`src/rtl/demux_pkg.sv`:
```
// Shared constants and helpers for the registered 1x2 demultiplexer.
// Stats counters are only instantiated when DEMUX_STATS_EN is defined.
package demux_pkg;

   localparam int DEMUX_N_DEFAULT = 32;
   localparam int STATS_W         = 16;

   typedef enum logic {
      DEST_A = 1'b0,
      DEST_B = 1'b1
   } dest_e;

   // Saturating increment: sticks at all-ones instead of wrapping.
   function automatic logic [STATS_W-1:0] sat_inc(input logic [STATS_W-1:0] v);
      return (v == {STATS_W{1'b1}}) ? v : v + 1'b1;
   endfunction

endpackage

```
`src/rtl/nbit_demux_1x2_reg_if.sv`:
```
// Handshake bundle for nbit_demux_1x2_reg: one upstream channel, two destinations.
// slave = demux view, master = environment view.
interface nbit_demux_1x2_reg_if
   import demux_pkg::*;
#(
   parameter int N = DEMUX_N_DEFAULT
);
   logic         in_valid;
   logic         in_ready;
   logic         in_sel;
   logic [N-1:0] in_data;

   logic         a_valid;
   logic         a_ready;
   logic [N-1:0] a_data;

   logic         b_valid;
   logic         b_ready;
   logic [N-1:0] b_data;

   modport slave (
      input  in_valid, in_sel, in_data, a_ready, b_ready,
      output in_ready, a_valid, a_data, b_valid, b_data
   );

   modport master (
      output in_valid, in_sel, in_data, a_ready, b_ready,
      input  in_ready, a_valid, a_data, b_valid, b_data
   );
endinterface

```
`src/rtl/demux_slot.sv`:
```
// Single-entry register slot: full flag plus data register with
// same-cycle drain-and-refill.
module demux_slot
   import demux_pkg::*;
#(
   parameter int N = DEMUX_N_DEFAULT
) (
   input  logic         clk,
   input  logic         rst_n,
   input  logic         i_load,
   input  logic [N-1:0] i_data,
   input  logic         i_ready,
   output logic         o_full,
   output logic [N-1:0] o_data,
   output logic         o_can_load,
   output logic         o_drain
);

   logic         r_full;
   logic [N-1:0] r_data;

   assign o_drain    = r_full & i_ready;
   assign o_can_load = ~r_full | i_ready;

   // A load that coincides with a drain keeps the flag set.
   always_ff @(posedge clk or negedge rst_n) begin
      if (!rst_n) begin
         r_full <= 1'b0;
         r_data <= '0;
      end else begin
         if (i_load) begin
            r_full <= 1'b1;
            r_data <= i_data;
         end else if (o_drain) begin
            r_full <= 1'b0;
         end
      end
   end

   assign o_full = r_full;
   assign o_data = r_data;

endmodule

```
`src/rtl/nbit_demux_1x2_reg.sv`:
```
// Registered 1x2 demultiplexer with per-destination single-entry slots.
// Optional transfer counters enabled by macro DEMUX_STATS_EN.
module nbit_demux_1x2_reg
   import demux_pkg::*;
#(
   parameter int N = DEMUX_N_DEFAULT
) (
   input  logic                      clk,
   input  logic                      rst_n,
   nbit_demux_1x2_reg_if.slave       ifc
`ifdef DEMUX_STATS_EN
   ,
   output logic [STATS_W-1:0]        a_count,
   output logic [STATS_W-1:0]        b_count
`endif
);

   dest_e        w_dest;
   logic         w_a_can_load;
   logic         w_b_can_load;
   logic         w_a_load;
   logic         w_b_load;
   logic         w_a_drain;
   logic         w_b_drain;
   logic         w_a_full;
   logic         w_b_full;
   logic [N-1:0] w_a_data;
   logic [N-1:0] w_b_data;

   assign w_dest = dest_e'(ifc.in_sel);

   // in_ready looks only at the selected slot, never at in_valid.
   assign ifc.in_ready = (w_dest == DEST_B) ? w_b_can_load : w_a_can_load;

   assign w_a_load = ifc.in_valid & (w_dest == DEST_A) & w_a_can_load;
   assign w_b_load = ifc.in_valid & (w_dest == DEST_B) & w_b_can_load;

   demux_slot #(.N(N)) u_slot_a (
      .clk        (clk),
      .rst_n      (rst_n),
      .i_load     (w_a_load),
      .i_data     (ifc.in_data),
      .i_ready    (ifc.a_ready),
      .o_full     (w_a_full),
      .o_data     (w_a_data),
      .o_can_load (w_a_can_load),
      .o_drain    (w_a_drain)
   );

   demux_slot #(.N(N)) u_slot_b (
      .clk        (clk),
      .rst_n      (rst_n),
      .i_load     (w_b_load),
      .i_data     (ifc.in_data),
      .i_ready    (ifc.b_ready),
      .o_full     (w_b_full),
      .o_data     (w_b_data),
      .o_can_load (w_b_can_load),
      .o_drain    (w_b_drain)
   );

   assign ifc.a_valid = w_a_full;
   assign ifc.a_data  = w_a_data;
   assign ifc.b_valid = w_b_full;
   assign ifc.b_data  = w_b_data;

`ifdef DEMUX_STATS_EN
   logic [STATS_W-1:0] r_a_count;
   logic [STATS_W-1:0] r_b_count;

   always_ff @(posedge clk or negedge rst_n) begin
      if (!rst_n) begin
         r_a_count <= '0;
         r_b_count <= '0;
      end else begin
         if (w_a_drain) r_a_count <= sat_inc(r_a_count);
         if (w_b_drain) r_b_count <= sat_inc(r_b_count);
      end
   end

   assign a_count = r_a_count;
   assign b_count = r_b_count;
`endif

endmodule
```
`src/flat_wrapper.sv`:
```
// flat-port wrapper written by rule: the top's interface ports become plain ports
module nbit_demux_1x2_reg_flat import demux_pkg::*;
#(
   parameter int N = DEMUX_N_DEFAULT
)
  (clk, rst_n, ifc_in_valid, ifc_in_sel, ifc_in_data, ifc_a_ready, ifc_b_ready, ifc_in_ready, ifc_a_valid, ifc_a_data, ifc_b_valid, ifc_b_data);
  nbit_demux_1x2_reg_if #(.N(N)) ifc_i ();
  input  logic clk;
  input  logic rst_n;
  input wire logic [$bits(ifc_i.in_valid)-1:0] ifc_in_valid;
  input wire logic [$bits(ifc_i.in_sel)-1:0] ifc_in_sel;
  input wire logic [$bits(ifc_i.in_data)-1:0] ifc_in_data;
  input wire logic [$bits(ifc_i.a_ready)-1:0] ifc_a_ready;
  input wire logic [$bits(ifc_i.b_ready)-1:0] ifc_b_ready;
  output wire logic [$bits(ifc_i.in_ready)-1:0] ifc_in_ready;
  output wire logic [$bits(ifc_i.a_valid)-1:0] ifc_a_valid;
  output wire logic [$bits(ifc_i.a_data)-1:0] ifc_a_data;
  output wire logic [$bits(ifc_i.b_valid)-1:0] ifc_b_valid;
  output wire logic [$bits(ifc_i.b_data)-1:0] ifc_b_data;
  assign ifc_i.in_valid = ifc_in_valid;
  assign ifc_i.in_sel = ifc_in_sel;
  assign ifc_i.in_data = ifc_in_data;
  assign ifc_i.a_ready = ifc_a_ready;
  assign ifc_i.b_ready = ifc_b_ready;
  assign ifc_in_ready = ifc_i.in_ready;
  assign ifc_a_valid = ifc_i.a_valid;
  assign ifc_a_data = ifc_i.a_data;
  assign ifc_b_valid = ifc_i.b_valid;
  assign ifc_b_data = ifc_i.b_data;
  nbit_demux_1x2_reg #(.N(N)) u_core (.clk(clk), .rst_n(rst_n), .ifc(ifc_i));
endmodule
```
`config.mk`:
```
export PLATFORM = sky130hd
export DESIGN_NAME = nbit_demux_1x2_reg_flat
export DESIGN_NICKNAME = d
export VERILOG_FILES = /design/src/rtl/demux_pkg.sv /design/src/rtl/nbit_demux_1x2_reg_if.sv /design/src/rtl/demux_slot.sv /design/src/rtl/nbit_demux_1x2_reg.sv /design/src/flat_wrapper.sv
export SDC_FILE = /design/constraint.sdc
export NUM_CORES = 1
export LEC_CHECK = 0
export BUFFER_PORTS_ARGS = -buffer_cell sky130_fd_sc_hd__buf_2
export CORE_ASPECT_RATIO = 1.75
export CORE_MARGIN = 2
export CORE_UTILIZATION = 35
export DETAILED_ROUTE_END_ITERATION = 6
export SYNTH_ARGS = -nofsm -noshare
export SYNTH_HDL_FRONTEND = slang
export SYNTH_HIERARCHICAL = 1
export SYNTH_SLANG_ARGS = --single-unit
export TNS_END_PERCENT = 1
```
`constraint.sdc`:
```
create_clock -name clk -period 4.5 [get_ports clk]
set_clock_uncertainty 0.15 [all_clocks]
set_input_delay 0.9 -clock clk [delete_from_list [all_inputs] [get_ports clk]]
set_output_delay 0.9 -clock clk [all_outputs]
set_load 0.005 [all_outputs]
```
* Word level (Yosys, flattened, before mapping) *
Index checks and enable logic that the tools add are counted.

cells by class
  bitwise gates (word level) = 11
  multiplexer cells = 5
  reduce and logical (&&, ||, !) cells = 2

operators by type and width
  kind                count
  $and A1 B1 Y1       6
  $mux W1             5
  $reduce_bool A2 Y1  2
  $not A1 Y1          3
  $or A1 B1 Y1        2

word-level totals
  input bits = 38
  word-level logic and storage cells = 22
  register bits = 66
  output and inout port bits = 67

* Longest topological paths before layout *
  depth in word-level cells = 4
  mapped depth = 5
  depth with buffers taken out = 3

* Hierarchy *
The synthesis kept the hierarchy.

by module, submodules not included
  module              area an instance (µm²)  times used  cells each  seq. area each (µm²)
  demux_slot          1385.1                  2           72          825.8
  nbit_demux_1x2_reg  32.5                    1           3           0.0

* Worst setup path after synthesis *
No wires, ideal clock.

  path kind = input -> output
  from = in ifc_a_ready
  to = out ifc_in_ready
  arrival = 1311 ps
  data required time = 3450 ps
  path buffers = 0
  setup slack = 2139 ps
  stages = 2
  cells stage by stage = nand2b_1 mux2_4

between the ends
  longest elaborated chain between the ends = 2

RTL lines
  element          RTL line                  text
  start, declared  flat_wrapper.sv:13        input wire logic [$bits(ifc_i.a_ready)-1:0] ifc_a_ready;
  $or A1 B1 Y1     demux_slot.sv:23          assign o_can_load = ~r_full | i_ready;
  $mux W1          nbit_demux_1x2_reg.sv:33  assign ifc.in_ready = (w_dest == DEST_B) ? w_b_can_load : w_a_can_load;
  end, declared    flat_wrapper.sv:15        output wire logic [$bits(ifc_i.in_ready)-1:0] ifc_in_ready;

Every way passes these cells.

* Worst setup path after layout *
  from = in ifc_a_ready
  to = out ifc_in_ready

between the ends
  longest elaborated chain between the ends = 2

RTL lines
  element                  RTL line                  text
  $or A1 B1 Y1             demux_slot.sv:23
  via u_core.w_a_can_load  nbit_demux_1x2_reg.sv:19  logic w_a_can_load;
  $mux W1                  nbit_demux_1x2_reg.sv:33

The timed path passes the listed nets, and every way through them passes these cells.

==> flow_summary.ini <==
[floorplan]
coreArea_mm2 = 0.00786
placement_rows = 43
die_w_um = 71.5
floorplan.die_area_mm2 = 0.00873
ioPinCount = 105
initial_utilization = 0.355
y_dimension_of_the_die_um = 122

[global_route]
first_pass_grt_wire_length_mm = 8.95
grt_max_degree = 42
antenna_violations_before_repair = 0
total_track_usage = 0.136
grt_pass1_vias = 1830
grt-ovfl-total = 0

[sta]
finalMaxSlewViolations = 0
setup-violations-final = 0
achievable-frequency_mhz = 385
grt_setup_unrepaired = false
worst_slew_pin_slew_ns = 1.12
final.setup.worst_slack_ns = 1.90
post_route_setup_tns_ns = 0
hold-worst-slack_ns = 0.353
finalCritPeriodShare = 0.577
worst_slew_margin_rel = 0.257
report.final.hold_viol_count = 0
timing.final.crit_period_ns = 2.60

[power]
power_per_cell_area_mw_per_mm2 = 491
finalPower_mw = 1.75
vdd.ir_drop.worst_mv = 0.257
total_leakage_power_nw = 1.82

[worst_setup_path]
start_to_end_type_of_the_worst_setup_path = in2out
path_max_fanout = 3
worst-endpoint-arrival_ns = 1.55
worstRegToRegCells = 3
worstReg2RegEnd = u_core/u_slot_b/o_data[29]
timing.critical_path.to_type = output pin
setup.reg_to_reg.worst_slack_ns = 2.37
crit-reg2reg-launch = u_core/u_slot_b/o_full
timing.critical_path.to = ifc_in_ready
required_ns = 3.45
worst_setup_sp_type = input pin
crit_path_start = ifc_a_ready

[placed_design]
placed_instance_area_mm2 = 0.00329
port_buffer_count = 104
place_ws_ns = 1.72
dp.final_hpwl_mm = 3.74
place.gp.congestion = 0.707
placed_cell_count = 332

[layout]
n_antenna_cell = 0
final-instance-count-excl-fill = 348
finish.utilization = 0.455
num-fill-cells = 730
finish.net_count = 291
drive_gt1_frac = 0.721
final_cell_area_mm2 = 0.00357
flow.area_growth_from_synthesis_pct = 28.0

[drt]
number_of_detailed_routing_iterations_run_before_antenna_repair = 3
routed_via_density = 4.61
totalWireLength_mm = 5.37
top_layer = met4
met3_wirelength_um = 402
final_antenna_net_count = 0
wl_met1_mm = 2.17
drt_iter0_drc = 32
route.detailed.drc = 0
total_via_count_in_the_routed_design = 1604
met2WireLength_mm = 2.67
wl_per_cell_um = 15.4

[clock_network]
numClockSinks = 66
htreeDepth = 3
clk_root_buffer_cell = sky130_fd_sc_hd__clkbuf_16
worst_skew_pair.late_latency_ns = 0.32
maximum_buffer_depth_of_the_clock_tree = 2
post_cts_resize_count = 0
post_cts_hold_buffer_count = 0
clkSlewWorstSetupHoldPaths_ns = 0.05
cts_buffers = 9
tritoncts = yes
cts_setup_buffers = 0

[run_status]
status = finished clean

[flow_run]
max_cap_viol_count = 0

[yosys]
syn_inst = 145
yosys_warnings = 6
avgSynthCellArea_um2 = 19.2
syn-num-nets = 183
synthesis.area_mm2 = 0.00279

[min_path]
hold_path_class = reg2reg
flip-flops by register name, indices dropped and copies added, names as in the netlist:
register / cells
u_core/u_slot_a/o_data: 32
u_core/u_slot_a/o_full: 1
u_core/u_slot_b/o_data: 32
u_core/u_slot_b/o_full: 1
per-layer routing:
layer / global-route usage / vias to the layer above
met5: 0 / -
met4: 0.0849 / 0
met3: 0.0397 / 10
met2: 0.217 / 81
met1: 0.160 / 794
li1: - / 719
worst max-delay path: stages:
cell	delay, ns
sky130_fd_sc_hd__buf_2	0.09
sky130_fd_sc_hd__nand2b_1	0.16
sky130_fd_sc_hd__mux2_4	0.27
sky130_fd_sc_hd__buf_2	0.12
where the power goes:
group | internal [mW] | total (mW) | leakage, nW | switching, mW
registers | 0.703 | 0.763 | 0.777 | 0.0596
clock network | 0.416 | 0.642 | 0.143 | 0.226
logic | 0.229 | 0.350 | 0.898 | 0.121
layout make-up:
type | instances | area (um2) | share of cell area
repair buffers | 105 | 528 | 0.148
well taps | 90 | 113 | 0.0315
flip-flops and latches | 66 | 1650 | 0.462
multi-input cells | 71 | 996 | 0.279
clock buffers | 14 | 274 | 0.0767
clock inverters | 2 | 10.0 | 0.00280
cell usage in the layout, fill, tap and decap left out, drive strengths merged:
cell and n:
clkbuf 14, and3b 1, dfrtp 66, buf 105, nand2b 4, clkinv 2, mux2 65, and3 1
worst min path at each step:
stage | startpoint | endpoint | slack [ns] | cells past startpoint
2_1_floorplan | u_core/u_slot_a/o_data[27] | u_core/u_slot_a/o_data[27] | 0.36 | 1
3_3_place_gp | u_core/u_slot_b/o_data[28] | u_core/u_slot_b/o_data[28] | 0.34 | 1
3_5_place_dp | u_core/u_slot_a/o_data[19] | u_core/u_slot_a/o_data[19] | 0.34 | 1
4_1_cts | u_core/u_slot_a/o_data[2] | u_core/u_slot_a/o_data[2] | 0.36 | 1
5_1_grt | u_core/u_slot_b/o_data[0] | u_core/u_slot_b/o_data[0] | 0.37 | 1
6_report | u_core/u_slot_b/o_data[0] | u_core/u_slot_b/o_data[0] | 0.35 | 1
No activity file was read; power rests on OpenSTA's default activity.
